`src/rtl/flag_buf4_if.sv`:
```
// Handshake bundle for flag_buf4: upstream ALU-slice push side and downstream pop side.
// The slave modport is the buffer; the master modport is whatever drives and consumes it.
interface flag_buf4_if;
  logic       in_valid;
  logic       in_ready;
  logic [2:0] in_op;
  logic [3:0] in_result;
  logic       in_c;
  logic       in_n;
  logic       in_z;
  logic       in_v;
  logic       out_valid;
  logic       out_ready;
  logic [2:0] out_op;
  logic [3:0] out_result;
  logic [3:0] out_flags;

  modport slave (
    input  in_valid, in_op, in_result, in_c, in_n, in_z, in_v, out_ready,
    output in_ready, out_valid, out_op, out_result, out_flags
  );

  modport master (
    output in_valid, in_op, in_result, in_c, in_n, in_z, in_v, out_ready,
    input  in_ready, out_valid, out_op, out_result, out_flags
  );
endinterface

```
`src/rtl/flag_buf4.sv`:
```
// Two-entry FIFO of ALU op/result/flags with a saturating overflow-event counter.
// Define FLAG_BUF4_COND_EVAL_EN to build the condition-code evaluator on the head entry.
module flag_buf4 #(
  parameter int CNT_W = 4
) (
  input  logic             clk,
  input  logic             reset,
  flag_buf4_if.slave       bus,
  input  logic [3:0]       cond,
  output logic             cond_true,
  input  logic             clr_cnt,
  output logic [CNT_W-1:0] ovf_cnt
);

  typedef struct packed {
    logic [2:0] op;
    logic [3:0] result;
    logic       c;
    logic       n;
    logic       z;
    logic       v;
  } entry_t;

  entry_t     mem [2];
  entry_t     head;
  logic [1:0] count;
  logic       wr_ptr;
  logic       rd_ptr;
  logic       push;
  logic       pop;
  logic       ovf_event;

  // Handshakes depend only on registered occupancy, so out_ready never reaches in_ready.
  assign push = bus.in_valid && (count != 2'd2);
  assign pop  = bus.out_ready && (count != 2'd0);
  assign ovf_event = push && (bus.in_op[2:1] == 2'b11) && bus.in_v;

  always_ff @(posedge clk or posedge reset) begin
    if (reset) begin
      count  <= 2'd0;
      wr_ptr <= 1'b0;
      rd_ptr <= 1'b0;
    end else begin
      if (push) wr_ptr <= ~wr_ptr;
      if (pop)  rd_ptr <= ~rd_ptr;
      case ({push, pop})
        2'b10:   count <= count + 2'd1;
        2'b01:   count <= count - 2'd1;
        default: count <= count;
      endcase
    end
  end

  // Storage is left unreset; it is only ever observed through the count-gated outputs.
  always_ff @(posedge clk) begin
    if (push && !reset) begin
      mem[wr_ptr] <= '{op: bus.in_op, result: bus.in_result,
                       c: bus.in_c, n: bus.in_n, z: bus.in_z, v: bus.in_v};
    end
  end

  always_ff @(posedge clk or posedge reset) begin
    if (reset) begin
      ovf_cnt <= '0;
    end else if (clr_cnt) begin
      ovf_cnt <= '0;
    end else if (ovf_event && (ovf_cnt != {CNT_W{1'b1}})) begin
      ovf_cnt <= ovf_cnt + CNT_W'(1);
    end
  end

  assign head           = mem[rd_ptr];
  assign bus.in_ready   = (count != 2'd2);
  assign bus.out_valid  = (count != 2'd0);
  assign bus.out_op     = bus.out_valid ? head.op : 3'd0;
  assign bus.out_result = bus.out_valid ? head.result : 4'd0;
  assign bus.out_flags  = bus.out_valid ? {head.c, head.n, head.z, head.v} : 4'd0;

`ifdef FLAG_BUF4_COND_EVAL_EN
  always_comb begin
    cond_true = 1'b0;
    if (bus.out_valid) begin
      case (cond)
        4'h0: cond_true = head.z;
        4'h1: cond_true = !head.z;
        4'h2: cond_true = head.c;
        4'h3: cond_true = !head.c;
        4'h4: cond_true = head.n;
        4'h5: cond_true = !head.n;
        4'h6: cond_true = head.v;
        4'h7: cond_true = !head.v;
        4'h8: cond_true = head.c && !head.z;
        4'h9: cond_true = !head.c || head.z;
        4'hA: cond_true = (head.n == head.v);
        4'hB: cond_true = (head.n != head.v);
        4'hC: cond_true = !head.z && (head.n == head.v);
        4'hD: cond_true = head.z || (head.n != head.v);
        4'hE: cond_true = 1'b1;
        default: cond_true = 1'b0;
      endcase
    end
  end
`else
  logic cond_unused;
  assign cond_unused = ^cond;
  assign cond_true   = 1'b0;
`endif

endmodule

```
`src/flat_wrapper.sv`:
```
// flat-port wrapper written by rule: the top's interface ports become plain ports
module flag_buf4_flat 
#(
  parameter int CNT_W = 4
)
  (clk, reset, cond, cond_true, clr_cnt, ovf_cnt, bus_in_valid, bus_in_op, bus_in_result, bus_in_c, bus_in_n, bus_in_z, bus_in_v, bus_out_ready, bus_in_ready, bus_out_valid, bus_out_op, bus_out_result, bus_out_flags);
  flag_buf4_if bus_i ();
  input  logic clk;
  input  logic reset;
  input  logic [3:0] cond;
  output logic cond_true;
  input  logic clr_cnt;
  output logic [CNT_W-1:0] ovf_cnt;
  input wire logic [$bits(bus_i.in_valid)-1:0] bus_in_valid;
  input wire logic [$bits(bus_i.in_op)-1:0] bus_in_op;
  input wire logic [$bits(bus_i.in_result)-1:0] bus_in_result;
  input wire logic [$bits(bus_i.in_c)-1:0] bus_in_c;
  input wire logic [$bits(bus_i.in_n)-1:0] bus_in_n;
  input wire logic [$bits(bus_i.in_z)-1:0] bus_in_z;
  input wire logic [$bits(bus_i.in_v)-1:0] bus_in_v;
  input wire logic [$bits(bus_i.out_ready)-1:0] bus_out_ready;
  output wire logic [$bits(bus_i.in_ready)-1:0] bus_in_ready;
  output wire logic [$bits(bus_i.out_valid)-1:0] bus_out_valid;
  output wire logic [$bits(bus_i.out_op)-1:0] bus_out_op;
  output wire logic [$bits(bus_i.out_result)-1:0] bus_out_result;
  output wire logic [$bits(bus_i.out_flags)-1:0] bus_out_flags;
  assign bus_i.in_valid = bus_in_valid;
  assign bus_i.in_op = bus_in_op;
  assign bus_i.in_result = bus_in_result;
  assign bus_i.in_c = bus_in_c;
  assign bus_i.in_n = bus_in_n;
  assign bus_i.in_z = bus_in_z;
  assign bus_i.in_v = bus_in_v;
  assign bus_i.out_ready = bus_out_ready;
  assign bus_in_ready = bus_i.in_ready;
  assign bus_out_valid = bus_i.out_valid;
  assign bus_out_op = bus_i.out_op;
  assign bus_out_result = bus_i.out_result;
  assign bus_out_flags = bus_i.out_flags;
  flag_buf4 #(.CNT_W(CNT_W)) u_core (.clk(clk), .reset(reset), .bus(bus_i), .cond(cond), .cond_true(cond_true), .clr_cnt(clr_cnt), .ovf_cnt(ovf_cnt));
endmodule
```
`config.mk`:
```
export PLATFORM = sky130hd
export DESIGN_NAME = flag_buf4_flat
export DESIGN_NICKNAME = d
export VERILOG_FILES = /design/src/rtl/flag_buf4_if.sv /design/src/rtl/flag_buf4.sv /design/src/flat_wrapper.sv
export SDC_FILE = /design/constraint.sdc
export NUM_CORES = 1
export LEC_CHECK = 0
export BUFFER_PORTS_ARGS = -buffer_cell sky130_fd_sc_hd__buf_4
export CAP_MARGIN = 20
export CORE_UTILIZATION = 54
export CTS_BUF_LIST = sky130_fd_sc_hd__clkbuf_16
export CTS_CLUSTER_SIZE = 28
export DETAILED_ROUTE_END_ITERATION = 12
export MAX_ROUTING_LAYER = met4
export PLACE_DENSITY = 0.84
export SLEW_MARGIN = 20
export SYNTH_ARGS = -nofsm -noshare
export SYNTH_HDL_FRONTEND = slang
export SYNTH_SLANG_ARGS = --single-unit
```
`constraint.sdc`:
```
create_clock -name clk -period 4 [get_ports clk]
set_input_delay 0.8 -clock clk [delete_from_list [all_inputs] [get_ports clk]]
set_output_delay 0.8 -clock clk [all_outputs]
set_load 0.1 [all_outputs]
```
==> flow_summary.json <==
{
  "run_status": "finished, final reports clean",
  "viasPerCell": 5.12,
  "dieArea_sq_um": 2600,
  "muxShareOfSynthArea": 0.101,
  "post_synth_num_cell_types": 25,
  "cp-start-kind": "flop",
  "syn-cell-area_sq_um": 1300,
  "cts_tree": "built",
  "grt_pass1_wl_microns": 3480,
  "antenna_found_initial": 0,
  "postSynth.asyncResetShare": 0.267,
  "initial_core_util": 0.580,
  "h-tree-depth": 2,
  "grt.total_usage": 0.206,
  "hold_viol_final": 0,
  "cts_resized": 0,
  "hpwlAfterDp_microns": 1520,
  "grt_pass1_vias": 781,
  "synth_compound_area_frac": 0.0261,
  "routed_wl_microns": 2190,
  "r2r_cells": 5,
  "antenna_cells": 0,
  "tightest_slew_ns": 0.880,
  "final_net_count": 152,
  "fp.coreArea_sq_um": 2230,
  "crit_type": "flop to output pin",
  "rsz0062_at_grt": "no",
  "ys_top_cells_by_count": "22 x edfxtp_1, 15 x nor2_1, 12 x mux2i_1",
  "clk_latency_ns": 0.27,
  "routedWlPerCell_microns": 13.8,
  "die_x_microns": 51.0,
  "end_kind": "output pin",
  "placed_area_sq_um": 1570,
  "numClockSinks": 30,
  "timing.fmax_mhz": 397,
  "crit_fanout": 13,
  "ys_ff_latch": 30,
  "drive_gt1_frac": 0.313,
  "yosysMostFrequentCell": "edfxtp_1",
  "finalSetupTns_ns": 0,
  "area_growth_pct": 31.5,
  "drtAntennaViolNets": 0,
  "first_pass_iters": 4,
  "drv_cap": 0,
  "finalInstanceArea_sq_um": 1700,
  "worst_ep_arrival_time_ns": 1.72,
  "syn_nets": 115,
  "crit_required_ns": 3.20,
  "ioPinCount": 38,
  "die_height_microns": 51.0,
  "hold_buffers": 0,
  "period_share": 0.629,
  "fillers": 151,
  "gr-total-overflow": 0,
  "ys_warn_count": 0,
  "place_congestion": 0.821,
  "cts_setup_buffers": 0,
  "relSlewSlack": 0.411,
  "synthFlopType": "edfxtp_1",
  "yosys.area_share.xor_xnor": 0.0338,
  "clk_path_buf_depth": 2,
  "fin_util": 0.763,
  "synth_edf_count": 22,
  "drtIter0Drc": 7,
  "ys_seq_area_frac": 0.664,
  "route.detailed.drc": 0,
  "root_buffer": "clkbuf_16",
  "min_period_ns": 2.52,
  "yosys.area.top_type": "edfxtp_1",
  "clkTransAtPathRegs_ns": 0.05,
  "synth_simple_gate_area_frac": 0.128,
  "hp-class": "input pin to asynchronous set/reset pin",
  "vias": 814,
  "num_rows": 17,
  "grt_max_degree": 14,
  "avgSynthCellArea_sq_um": 13.9,
  "cts_inserted_buffers": 5,
  "finalMaxSlewViolations": 0,
  "setup-violations-final": 0,
  "postSynthCellCount": 93,
  "yosys-top-cells-area": "edfxtp_1 51%, dfrtp_1 15%, mux2i_1 9.3%",
  "synth.top_cell.area_share": 0.510,
  "synthAdderAreaFrac": 0.0193,
  "fin_skew_ns": 0.00361,
  "synth_top_family_by_area": "simple AND/OR/NAND/NOR gates",
  "port_buffers": 32
}
[worst max-delay path, stage by stage (launching register included)]
cell,delay [ns]
dfrtp_1,0.42
nor2_1,0.64
nor2_1,0.12
buf_4,0.27
[cells by family (layout without fill, tap and decap cells)]
family                   Yosys count  in the layout
AND/OR/NAND/NOR                   31             31
flip-flops                        30             30
multiplexers                      13             13
buffers and inverters              7             45
XOR/XNOR                           5              5
AO/OA/AOI/OAI                      4              4
adder cells (fa/ha/maj)            2              2
other                              1              1
[path summary, 6_finish.rpt]
kind                                        startpoint                           to  slack, ns
max                        u_core.count[0]$_DFFE_PP0P_             bus_out_flags[2]       1.48
min in group clk           u_core.count[1]$_DFFE_PP0P_  u_core.count[1]$_DFFE_PP0P_       0.49
min reg2reg                u_core.count[1]$_DFFE_PP0P_  u_core.count[1]$_DFFE_PP0P_       0.49
max in group asynchronous                        reset    u_core.rd_ptr$_DFFE_PP0P_       3.28
max reg2reg                u_core.count[1]$_DFFE_PP0P_   u_core.mem[0][6]$_DFFE_PP_       1.87
min                                              reset  u_core.count[1]$_DFFE_PP0P_       0.49
[state kept, by name (all words and copies together), names as in the netlist]
| name | count |
|---|---|
| u_core.wr_ptr | 1 |
| u_core.rd_ptr | 1 |
| u_core.count | 2 |
| u_core.ovf_cnt | 4 |
| u_core.mem | 22 |
[area by class of cell]
class | count | area, sq um | share of cell area
clock buffer | 5 | 125 | 0.0734
clock inverter | 3 | 11.3 | 0.00661
inverter | 4 | 15.0 | 0.00881
multi-input combinational | 56 | 409 | 0.240
sequential | 30 | 861 | 0.505
tap | 28 | 35.0 | 0.0206
timing repair buffer | 33 | 248 | 0.145
[metrics by stage]
step	hold WS (ns)	setup WS [ns]	std cells
final	0.486	1.48	159
after global routing	0.504	1.40	159
after CTS	0.487	1.44	159
after detailed placement	0.474	1.73	151
after global placement	0.471	1.73	151
after floorplan	0.456	1.20	93
[placed cells by master, fill, tap and decap left out, drive strengths merged, types with 3 or more instances in the layout]
| master | Yosys | layout |
|---|---|---|
| and3 | 3 | 3 |
| nor2 | 15 | 15 |
| dfrtp | 8 | 8 |
| xnor2 | 3 | 3 |
| nor2b | 4 | 4 |
| inv | 4 | 6 |
| buf | 2 | 33 |
| mux2i | 12 | 12 |
| edfxtp | 22 | 22 |
| clkbuf | 1 | 5 |
[per-layer routing]
layer / vias to the layer above / track usage / share of wire
met3: 7 / 0.0625 / 0.044
li1: 404 / - / -
met1: 382 / 0.215 / 0.44
met5: - / - / 0
met4: 0 / 0.153 / 0.032
met2: 21 / 0.329 / 0.48
Power is not shown: default switching activity piles up to over one toggle a cycle in this logic, so the estimate is an artifact.
